[src/rtl/sprite_dma_sched_pkg.sv]
// Shared constants and helpers for the sprite DMA scheduler.
package sprite_dma_sched_pkg;

  // Slot counter width, sized for the largest legal per-sprite slot count (15).
  localparam int SlotCntW = 4;

  // Index width that never collapses below one bit, even for a single requester.
  function automatic int idxWidth(input int n);
    return (n > 1) ? $clog2(n) : 1;
  endfunction

endpackage

[src/rtl/prio_enc.sv]
// Lowest-set-bit priority encoder with an any-set flag.
module prio_enc
  import sprite_dma_sched_pkg::*;
#(
  parameter int N = 5
) (
  input  logic [N-1:0]           mask_i,
  output logic [idxWidth(N)-1:0] idx_o,
  output logic                   any_o
);

  localparam int IW = idxWidth(N);

  // Scan from the top down so the lowest set bit is the final value written.
  always_comb begin
    idx_o = '0;
    any_o = 1'b0;
    for (int i = N - 1; i >= 0; i--) begin
      if (mask_i[i]) begin
        idx_o = IW'(i);
        any_o = 1'b1;
      end
    end
  end

endmodule

[src/rtl/sprite_dma_sched.sv]
// Sprite DMA scheduler: hands out fixed-length ROM read slots to pending
// sprites in ascending index order during the horizontal DMA window.
// The overrun pulse is registered, so a retrigger seen at sx == HACTIVE shows
// on the following cycle, and a window close is detected one pixel early so
// that no grant is ever issued on the sx == DMA_END cycle itself; the pulse
// then lands exactly on sx == DMA_END.
module sprite_dma_sched
  import sprite_dma_sched_pkg::*;
#(
  parameter int NSPR    = 5,
  parameter int SLOT    = 2,
  parameter int ADDRW   = 9,
  parameter int CORDW   = 12,
  parameter int HACTIVE = 1280,
  parameter int DMA_END = 1340
) (
  input  logic                      clk_pix,
  input  logic                      rst,
  input  logic [CORDW-1:0]          sx,
  input  logic [NSPR-1:0]           req,
  input  logic [NSPR*ADDRW-1:0]     spr_addr,
  output logic [NSPR-1:0]           dma_avail,
  output logic [ADDRW-1:0]          rom_addr,
  output logic                      data_valid,
  output logic [idxWidth(NSPR)-1:0] data_owner,
  output logic                      busy,
  output logic                      overrun
);

  localparam int IW = idxWidth(NSPR);

  typedef enum logic {
    IDLE  = 1'b0,
    GRANT = 1'b1
  } state_t;

  state_t                state_q, state_d;
  logic [NSPR-1:0]       pending_q, pending_d;
  logic [IW-1:0]         idx_q, idx_d;
  logic [SlotCntW-1:0]   slot_q, slot_d;
  logic                  overrun_q, overrun_d;
  logic                  dataValid_q;
  logic [IW-1:0]         dataOwner_q;

  logic                  trigger;
  logic                  closeNext;
  logic                  slotDone;
  logic [NSPR-1:0]       curBit;
  logic [NSPR-1:0]       encMask;
  logic [IW-1:0]         encIdx;
  logic                  encAny;

  assign trigger   = (sx == CORDW'(HACTIVE));
  assign closeNext = (sx == CORDW'(DMA_END - 1));
  assign slotDone  = (slot_q == SlotCntW'(SLOT - 1));
  assign curBit    = NSPR'(1) << idx_q;

  // The single encoder sees the fresh request on a trigger, otherwise the
  // pending mask with the sprite currently being served removed.
  assign encMask = trigger ? req : (pending_q & ~curBit);

  prio_enc #(
    .N (NSPR)
  ) u_prio_enc (
    .mask_i (encMask),
    .idx_o  (encIdx),
    .any_o  (encAny)
  );

  // Next-state logic: trigger restarts the schedule, slots advance back to back,
  // and the window close cancels whatever is still pending.
  always_comb begin
    state_d   = state_q;
    pending_d = pending_q;
    idx_d     = idx_q;
    slot_d    = slot_q;
    overrun_d = 1'b0;

    if (trigger) begin
      overrun_d = (state_q == GRANT);
      slot_d    = '0;
      if (encAny) begin
        state_d   = GRANT;
        pending_d = req;
        idx_d     = encIdx;
      end else begin
        state_d   = IDLE;
        pending_d = '0;
        idx_d     = '0;
      end
    end else if (state_q == GRANT) begin
      slot_d = slot_q + SlotCntW'(1);
      if (slotDone) begin
        pending_d = encMask;
        slot_d    = '0;
        if (encAny) begin
          idx_d = encIdx;
        end else begin
          state_d = IDLE;
          idx_d   = '0;
        end
      end
      if (closeNext && (state_d == GRANT)) begin
        overrun_d = 1'b1;
        state_d   = IDLE;
        pending_d = '0;
        idx_d     = '0;
        slot_d    = '0;
      end
    end
  end

  // Scheduler state and the one-cycle-delayed ROM data tags.
  always_ff @(posedge clk_pix or posedge rst) begin
    if (rst) begin
      state_q     <= IDLE;
      pending_q   <= '0;
      idx_q       <= '0;
      slot_q      <= '0;
      overrun_q   <= 1'b0;
      dataValid_q <= 1'b0;
      dataOwner_q <= '0;
    end else begin
      state_q     <= state_d;
      pending_q   <= pending_d;
      idx_q       <= idx_d;
      slot_q      <= slot_d;
      overrun_q   <= overrun_d;
      dataValid_q <= (state_q == GRANT);
      dataOwner_q <= idx_q;
    end
  end

  // Grant decode and live ROM address mux straight off the state registers.
  always_comb begin
    dma_avail = '0;
    rom_addr  = '0;
    if (state_q == GRANT) begin
      for (int i = 0; i < NSPR; i++) begin
        if (idx_q == IW'(i)) begin
          dma_avail[i] = 1'b1;
          rom_addr     = spr_addr[i*ADDRW +: ADDRW];
        end
      end
    end
  end

  assign busy       = (state_q == GRANT);
  assign data_valid = dataValid_q;
  assign data_owner = dataOwner_q;
  assign overrun    = overrun_q;

endmodule
[config.mk]
export PLATFORM = sky130hd
export DESIGN_NAME = sprite_dma_sched
export DESIGN_NICKNAME = d
export VERILOG_FILES = /design/src/rtl/sprite_dma_sched_pkg.sv /design/src/rtl/prio_enc.sv /design/src/rtl/sprite_dma_sched.sv
export SDC_FILE = /design/constraint.sdc
export NUM_CORES = 1
export LEC_CHECK = 0
export ABC_AREA = 1
export ABC_CLOCK_PERIOD_IN_PS = 1600
export BUFFER_PORTS_ARGS = -buffer_cell sky130_fd_sc_hd__buf_4
export CAP_MARGIN = 40
export CORE_MARGIN = 8
export CORE_UTILIZATION = 25
export CTS_BUF_LIST = sky130_fd_sc_hd__clkbuf_8
export CTS_CLUSTER_DIAMETER = 30
export CTS_CLUSTER_SIZE = 10
export DETAILED_ROUTE_END_ITERATION = 10
export MAX_ROUTING_LAYER = met4
export PLACE_DENSITY_LB_ADDON = 0.05
export SYNTH_ARGS = -nofsm -noshare
export SYNTH_HDL_FRONTEND = slang
export SYNTH_SLANG_ARGS = --single-unit
[constraint.sdc]
create_clock -name clk_pix -period 1.6 [get_ports clk_pix]
set_input_delay 0.24 -clock clk_pix [delete_from_list [all_inputs] [get_ports clk_pix]]
set_output_delay 0.24 -clock clk_pix [all_outputs]
set_load 0.02 [all_outputs]
==> results of run 1 <==
==> sequential cells by signal, summed over array words and instances, names as in the netlist <==
name and count:
slot_q 4, busy 1, overrun 1, idx_q 3
pending_q 5, data_valid 1, data_owner 3
==> metrics by stage <==
| stage | setup TNS, ps | instance area (µm²) | setup WS (ps) | power [mW] | util |
|---|---|---|---|---|---|
| 2_1_floorplan | 0 | 1610 | 9.39 | 0.559 | - |
| 3_3_place_gp | -1300 | 2660 | -88.1 | 0.729 | 0.482 |
| 3_5_place_dp | -1260 | 2660 | -100 | 0.731 | 0.482 |
| 4_1_cts | -3480 | 2940 | -279 | 1.13 | 0.533 |
| 5_1_grt | -5890 | 3070 | -335 | 1.20 | 0.558 |
| 6_report | -3680 | 3070 | -254 | 1.13 | 0.558 |
==> per-layer routing <==
layer  up-vias  share of wire
li1        961              -
met1       852           0.42
met2        56           0.50
met3         2          0.068
met4         0         0.0067
met5         -              0
==> layout by cell type, fill, tap and decap left out, drive strengths merged <==
cell,synthesis,final
buf,1,137
nand2,59,59
inv,30,30
nor2,22,22
dfrtp,18,18
a21oi,15,15
o21ai,15,15
nand3,14,14
a41oi,9,9
nor3,9,9
clkbuf,3,4
nand4,4,4
nor4,2,2
ha,2,2
and2,1,1
and3,1,1
o31ai,1,1
clkinv,1,1
==> where the power goes <==
group / internal [mW] / switching (mW) / total (mW)
clock: 0.219 / 0.179 / 0.398
sequential: 0.475 / 0.0105 / 0.485
combinational: 0.152 / 0.0994 / 0.252
total: 0.846 / 0.288 / 1.13
==> path summary, 6_finish.rpt <==
path | start | to | slack [ps]
min in group clk_pix | sx[9] | busy | 390
worst min register to register | pending_q[3] | pending_q[3] | 480
worst max register to register | idx_q[1] | pending_q[2] | -170
worst max-delay path | idx_q[2] | rom_addr[0] | -250
max in group asynchronous | rst | busy | 1380
worst min-delay path | rst | pending_q[4] | -8
==> critical path, delay by kind of cell (launching register included) <==
family	cells	cell delay, ps
compound gates	2	260
buf+inv	2	350
flops	1	450
simple gates	1	290
==> logic make-up after synthesis <==
group	after synthesis	synth area share
adder cells (fa/ha/maj)	2	0.0175
AO/OA/AOI/OAI	40	0.171
buffers and inverters	35	0.0939
flip-flops	18	0.316
AND/OR/NAND/NOR	112	0.402
==> what timing repair did <==
item	CTS	global route
resized for setup	44	31
buffers inserted	9	3
gates cloned	1	0
hold endpoints to repair	0	0
setup endpoints to repair	24	25
pin swaps	5	4
==> area by class of cell <==
type                            count  area, µm²  area share
Sequential cell                    18        454       0.148
Clock buffer                        4       55.1      0.0179
Inverter                           31        126      0.0412
Multi-Input combinational cell    154       1180       0.384
Tap cell                           72       90.1      0.0293
Timing Repair Buffer              137       1160       0.379
==> metrics.txt, run 1 <==
crit path time final between 1500 and 2000 ps; slowest cell on the critical path dfrtp_2; CP required about 1400 ps; Peak VDD IR ~0.00043 V; pwr dens approximately 370 nW/µm²; synthesized area per cell roughly 6.9 µm²; Cell variety after synth 29; GR Overflow Total 0; layout cells sized above 1 0.605; Worst Hold Class in -> async; DR vias 1871; status finished with violations; met2 Usage GRT 0.246; WS Path Type reg -> out; Final nets between 400 and 500; ANT cells 0; final slew viol count 0; post-synth top area share 0.316; failing checks hold timing, setup timing; clock buffer depth 2; most used cell, CP buf_6; P_leak 1.43 nW; Detailed Place HPWL 4530 µm; Crit Path Max Fanout 9; CORE AREA 5510 µm²; Starting Density 0.259; fmax 0.539 GHz; YS warnings 0; DRC 0; WP data arrival around 1600 ps; Die Ht 91.5 µm; max_slew headroom 0.770; Post-synth top cells nand2_1, inv_1, dfrtp_1, nor2_1, a21oi_1; cell taking the most area after synthesis dfrtp_1; Port Buffers 83; Vias/cell approximately 4.5; wire length of the first global-routing pass a little under 10000 µm; htree depth 1; GRT Total Usage 0.143; Clk Latency, worst-skew pair between 200 and 300 ps; FILL cells 536; DRT Wirelength 5860 µm; I/O Pins 84; Register-to-Register Path Depth 12; RSZ-0062 raised after global routing yes; area grow syn2layout 115%; die width 91.5 µm; CTS tree yes; Post-synth EDFFs 0; synthesized flop and latch total 18; Hold WS -7.55 ps; post-route insts no fill 416; most common cell in the netlist nand2_1; placed cell count 401; CP peak stage delay 450 ps; final setup margin -254 ps; total die area between 8000 and 9000 µm²; total CTS buffers 3; Worst Max-Slew Pin Slew 344 ps; GRT Max-Usage Layer met2; worst-path cell chain nor3_2 > buf_6 > a21oi_1 > a41oi_4 > buf_6; Hold Violations, Final 12; final setup vio count 22; largest net degree at the start of global routing 19; GP Congestion 0.806; Synth Flop Type dfrtp_1; initial antenna violation count 0; syn_nets about 270; Synth async-reset ratio 1.00; wire per inst approximately 14 µm; crit end category output pin; clock skew about 7.7 ps; sequential fraction of the synthesis area 0.316; CTS sink count 18; top cells by area, synth dfrtp_1, nand2_1, inv_1; clock-pin slew on the worst setup and hold paths roughly 80 ps; Pre-antenna DRT Iters 4; vias in the first global route 1999; met1 usage 0.164; startpoint types flip-flop; hold_buf cts 0; Std-Cell Rows 27; clock root cell clkbuf_8; GR Util met3 0.0403; DRT antenna net count 0; 1st-iter DRT viols 56; Synth Cell Area ~1400 µm²; final worst-path cycle share 1.16; Synth Instances 207; max-cap violations 0
No activity file was read; power rests on OpenSTA's default activity.
==> run 2: changes to the inputs <==
--- a/config.mk
+++ b/config.mk
@@ -6,7 +6,7 @@
 export NUM_CORES = 1
 export LEC_CHECK = 0
 export ABC_AREA = 1
-export ABC_CLOCK_PERIOD_IN_PS = 1600
+export ABC_CLOCK_PERIOD_IN_PS = 2060
 export BUFFER_PORTS_ARGS = -buffer_cell sky130_fd_sc_hd__buf_4
 export CAP_MARGIN = 40
 export CORE_MARGIN = 8
==> constraint.sdc (replaced) <==
create_clock -name clk_pix -period 2.06 [get_ports clk_pix]
set_input_delay 0.309 -clock clk_pix [delete_from_list [all_inputs] [get_ports clk_pix]]
set_output_delay 0.309 -clock clk_pix [all_outputs]
set_load 0.02 [all_outputs]
==> run 2 against run 1 <==
  * The flow now finishes without violations
  * Combinational power decreased by 40%
  * Sequential share of layout area is 4.3 points higher
  * Non-clock buffer count down 40
  * Critical endpoint is now rom_addr[5]
==> metrics.txt, run 2 (same netlist as run 1, synthesis figures left out) <==
total CTS buffers 3 (unchanged); post-route cell area 2380 µm² (-22%); commonest cells after routing, fill and taps aside buf_4, nand2_1, inv_1; Peak VDD IR 0.000494 V (+14%); Hold Violations, Final 0 (-12); layout cells sized above 1 0.446 (-0.159); Worst Setup SP idx_q[2]; WP data arrival 1690 ps (+80 ps); Detailed Place HPWL 4240 µm (-6.3%); CP required 1750 ps (+390 ps); Worst Max-Slew Pin Slew 714 ps (+369 ps); DRC 0 (unchanged); DR vias 1720 (-8.1%); Hold WS 168 ps (+176 ps); worst-path cell chain inv_4 > nor3_4 > inv_2 > o21ai_0 > a41oi_2 > buf_4; max_slew headroom 0.524 (-0.246); die width 91.5 µm (unchanged); GP Congestion 0.761 (-5.6%); biggest registers after layout pending_q (5), slot_q (4); vias in the first global route 1729 (-14%); fmax 0.499 GHz; I/O Pins 84 (unchanged); total die area 8380 µm² (unchanged); GRT Total Usage 0.127 (-0.0161); clock buffer depth 2 (unchanged); Top reg by flops pending_q; number of flip-flops in the largest register 5 (unchanged); largest net degree at the start of global routing 21 (+2); area grow syn2layout 67.0%; clock root cell clkbuf_8; reg2reg start idx_q[2]; CTS sink count 18 (unchanged); htree depth 1 (unchanged); CP peak stage delay 420 ps (-30 ps); wire length of the first global-routing pass 8500 µm (-12%); clock-pin slew on the worst setup and hold paths 70 ps (about the same); DRT antenna net count 0 (unchanged); ANT cells 0 (unchanged); FILL cells 572 (+6.7%); slowest cell on the critical path dfrtp_2; CORE AREA 5510 µm² (unchanged); crit end category output pin; clock skew 1.90 ps (-5.77 ps); startpoint types flip-flop; Port Buffers 83 (unchanged); DRT Wirelength 5620 µm (-4.2%); Starting Density 0.259 (unchanged); max-cap violations 0 (unchanged); final worst-path cycle share 0.972; most common cell after layout, fill and taps aside buf_4; GR Overflow Total 0 (unchanged); Core Util, Final 0.433 (-0.125); pwr dens 348 nW/µm² (-5.7%); Placement Cell Area 2170 µm² (-18%); wire per inst 14.9 µm (+5.7%); 1st-iter DRT viols 52 (-7.1%); Clk Latency, worst-skew pair 260 ps (about the same); Std-Cell Rows 27 (unchanged); crit path time final 2000 ps; Crit Path Max Fanout 10 (+1); Pre-antenna DRT Iters 4 (unchanged); Worst Hold Class in -> async; P_leak 1.18 nW (-18%); CP delay by family, top flip-flops; status completed; initial antenna violation count 0 (unchanged); hold_buf cts 0 (unchanged); WS Path Type reg -> out; final setup vio count 0 (-100%); worst path bufs/invs 3 (+1); CTS tree yes; final slew viol count 0 (unchanged); Vias/cell 4.56 (+1.4%); Final nets 372 (-9.5%); Die Ht 91.5 µm (unchanged)
run 2: cell count changes in the layout (fill, tap and decap cells not counted), sizes merged:
cell and change:
clkinvlp +1, inv +1, buf -40, clkinv -1
run 2: metrics by stage:
step	worst slack [ps]	cells	setup TNS (ps)	total power, mW
2_1_floorplan	202	207	0	0.433
3_5_place_dp	176	364	0	0.541
4_1_cts	36.1	368	0	0.847
3_3_place_gp	199	364	0	0.544
5_1_grt	-35.3	377	-38.8	0.885
6_report	56.7	377	0	0.830
run 2: what timing repair did:
item | CTS | global route
buffers inserted | 0 | 8
endpoints found under the setup margin | 9 | 9
pin swaps | 0 | 1
cloned | 0 | 1
resized for setup | 2 | 16
run 2: final cells by class:
type                            instances  area [µm²]  share of cell area
Clock buffer                            4        55.1              0.0231
Inverter                               31         126              0.0530
Multi-Input combinational cell        154         888               0.373
Sequential cell                        18         454               0.191
Tap cell                               72        90.1              0.0378
Timing Repair Buffer                   97         761               0.319
Timing Repair inverter                  1        7.51             0.00315
run 2: path summary, 6_finish.rpt:
check                                endpoint  slack [ps]  cells after the start
worst min-delay path            data_owner[0]         170                      2
min in group clk_pix            data_owner[2]         470                      0
max in group asynchronous            idx_q[2]        1400                      2
worst max-delay path              rom_addr[5]          60                      6
worst max register to register        overrun         190                     11
worst min register to register  data_owner[2]         470                      0
run 2: per-layer routing:
| layer | global-route usage | wire length (µm) | vias to the layer above |
|---|---|---|---|
| met5 | - | 0 | - |
| li1 | - | - | 887 |
| met3 | 0.0296 | 285 | 4 |
| met1 | 0.148 | 2340 | 784 |
| met2 | 0.217 | 2940 | 45 |
| met4 | 0.0218 | 47 | 0 |
run 2: report_power, final:
group | leakage (nW) | total, mW | internal (mW) | switching [mW]
clock network | 0.0288 | 0.297 | 0.170 | 0.127
logic | 0.939 | 0.150 | 0.0949 | 0.0556
registers | 0.214 | 0.383 | 0.369 | 0.0143
total | 1.18 | 0.830 | 0.634 | 0.197
==> run 3: changes to the inputs <==
--- a/config.mk
+++ b/config.mk
@@ -6,7 +6,7 @@
 export NUM_CORES = 1
 export LEC_CHECK = 0
 export ABC_AREA = 1
-export ABC_CLOCK_PERIOD_IN_PS = 2060
+export ABC_CLOCK_PERIOD_IN_PS = 2400
 export BUFFER_PORTS_ARGS = -buffer_cell sky130_fd_sc_hd__buf_4
 export CAP_MARGIN = 40
 export CORE_MARGIN = 8
==> constraint.sdc (replaced) <==
create_clock -name clk_pix -period 2.4 [get_ports clk_pix]
set_input_delay 0.36 -clock clk_pix [delete_from_list [all_inputs] [get_ports clk_pix]]
set_output_delay 0.36 -clock clk_pix [all_outputs]
set_load 0.02 [all_outputs]
==> run 3 against run 2 <==
  * Sequential share of layout area increased by 1.3 points
  * Final cell count decreased by 3.2%
  * Register-to-register slack improved by 350 ps
  * Routed wire length fell by 6.8%
  * Clock skew increased by 1.8 ps
  * Combinational power is 15% lower
  * Non-clock buffer count shrank 11
  * First-iteration DRC count is 40% higher
  * Count of clock-buffer cells in the layout is the same
  * Die area stayed put
==> metrics.txt, run 3 (same netlist as run 1, synthesis figures left out) <==
vias in the first global route 1698 (-1.8%); commonest cells after routing, fill and taps aside buf_4, nand2_1, inv_1; FILL cells 598 (+4.5%); Final nets 360 (-3.2%); GR Overflow Total 0 (unchanged); max-cap violations 0 (unchanged); pwr dens 323 nW/µm² (-7.4%); final worst-path cycle share 0.898; total CTS buffers 3 (unchanged); most common cell after layout, fill and taps aside buf_4; GP Congestion 0.755 (-0.81%); total die area 8380 µm² (unchanged); ANT cells 0 (unchanged); CP required 2040 ps (+290 ps); Sequential Power Share 0.461 (about the same); GRT Total Usage 0.127 (about the same); CTS tree yes; wire length of the first global-routing pass 8470 µm (-0.40%); WP data arrival 1790 ps (+100 ps); clock-pin slew on the worst setup and hold paths 70 ps (about the same); total chip power 0.712 mW (-14%); Clk Latency, worst-skew pair 260 ps (about the same); DRT Wirelength 5230 µm (-6.8%); DRT antenna net count 0 (unchanged); WS Path Type reg -> out; crit end category output pin; Worst Hold Class in -> async; Starting Density 0.259 (unchanged); largest net degree at the start of global routing 21 (unchanged); crit path time final 2150 ps; Worst Max-Slew Pin Slew 734 ps (+20.6 ps); Sw Share 0.237 (+0.000371); Detailed Place HPWL 4270 µm (+0.76%); biggest registers after layout pending_q (5), slot_q (4); CORE AREA 5510 µm² (unchanged); number of flip-flops in the largest register 5 (unchanged); clock buffer depth 2 (unchanged); max_slew headroom 0.510 (-0.0138); Sw Pwr 0.169 mW (-14%); register area 450 µm² (-0.83%); Die Ht 91.5 µm (unchanged); htree depth 1 (unchanged); clock root cell clkbuf_8; Multi-input gate area 847 µm² (-4.6%); I/O Pins 84 (unchanged); startpoint types flip-flop; CTS sink count 18 (unchanged); Crit Path Max Fanout 10 (unchanged); dpl ws 411 ps (+235 ps); combinational fraction of design power 0.179 (-0.002); Port Buffers 83 (unchanged); final setup vio count 0 (unchanged); die width 91.5 µm (unchanged); layout cells sized above 1 0.392 (-0.0534); Peak VDD IR 0.000163 V (-67%); 1st-iter DRT viols 73 (+40%); initial antenna violation count 0 (unchanged); RSZ-0062 raised after global routing no; clock skew 3.65 ps (+1.75 ps); Top reg by flops pending_q; DRC 0 (unchanged); Std-Cell Rows 27 (unchanged); wire per inst 14.3 µm (-3.7%); TNS Setup 0 ps (unchanged); final setup margin 245 ps (+189 ps); Pre-antenna DRT Iters 4 (unchanged); Hold Violations, Final 0 (unchanged); fmax 0.464 GHz; status completed; area grow syn2layout 54.7%; Vias/cell 4.54 (-0.50%); final slew viol count 0 (unchanged); Clock Power Share 0.360 (+0.003); hold_buf cts 0 (unchanged); DR vias 1657 (-3.7%); P_leak 1.11 nW (-5.8%); Internal Power 0.543 mW (-14%)
run 3: path summary, 6_finish.rpt:
check / start / to / slack (ps) / cells past startpoint
setup / recovery: idx_q[1] / rom_addr[8] / 250 / 5
hold / removal: rst / slot_q[2] / 230 / 2
setup reg to reg: idx_q[1] / idx_q[2] / 540 / 10
hold reg to reg: idx_q[0] / data_owner[0] / 480 / 0
max in group asynchronous: rst / busy / 1710 / 2
min in group clk_pix: idx_q[0] / data_owner[0] / 480 / 0
run 3: layer usage:
layer  up-vias  wire [µm]  share of wire  track usage
met4         0         15         0.0029       0.0246
met5         -          0              0            -
met2        47       2710           0.52        0.217
met1       745       2250           0.43        0.147
met3         2        262          0.050       0.0305
li1        863          -              -            -
run 3: worst max-delay path, cell delays in order, from the launching register on:
cell,delay (ps)
dfrtp_1,450
inv_2,110
nor3_4,480
nand2_1,110
a41oi_1,220
buf_4,170
run 3: repair_timing:
item                                    in CTS  in global routing
resized for setup                            0                  2
setup buffers                                0                  0
endpoints found under the setup margin       0                  3
run 3: through the flow:
stage                     instances   util  hold slack [ps]  area [µm²]
after floorplan                 207      -              299        1430
after global placement          361  0.390              467        2150
after detailed placement        361  0.390              462        2150
after CTS                       365  0.400              252        2200
after global routing            365  0.401              291        2210
final                           365  0.401              227        2210
run 3: power groups by stage:
stage               Clock, mW  Sequential (mW)  Combinational [mW]
global route            0.280            0.331               0.146
floorplan                   0            0.333              0.0389
detailed placement          0            0.335               0.129
global placement            0            0.334               0.128
CTS                     0.268            0.329               0.130
finish                  0.256            0.329               0.127
run 3: final cells by class:
class | instances | share of cell area
clock buffer | 4 | 0.0249
inverter | 31 | 0.0539
multi-input combinational | 154 | 0.384
sequential | 18 | 0.204
tap | 72 | 0.0408
timing repair buffer | 86 | 0.293
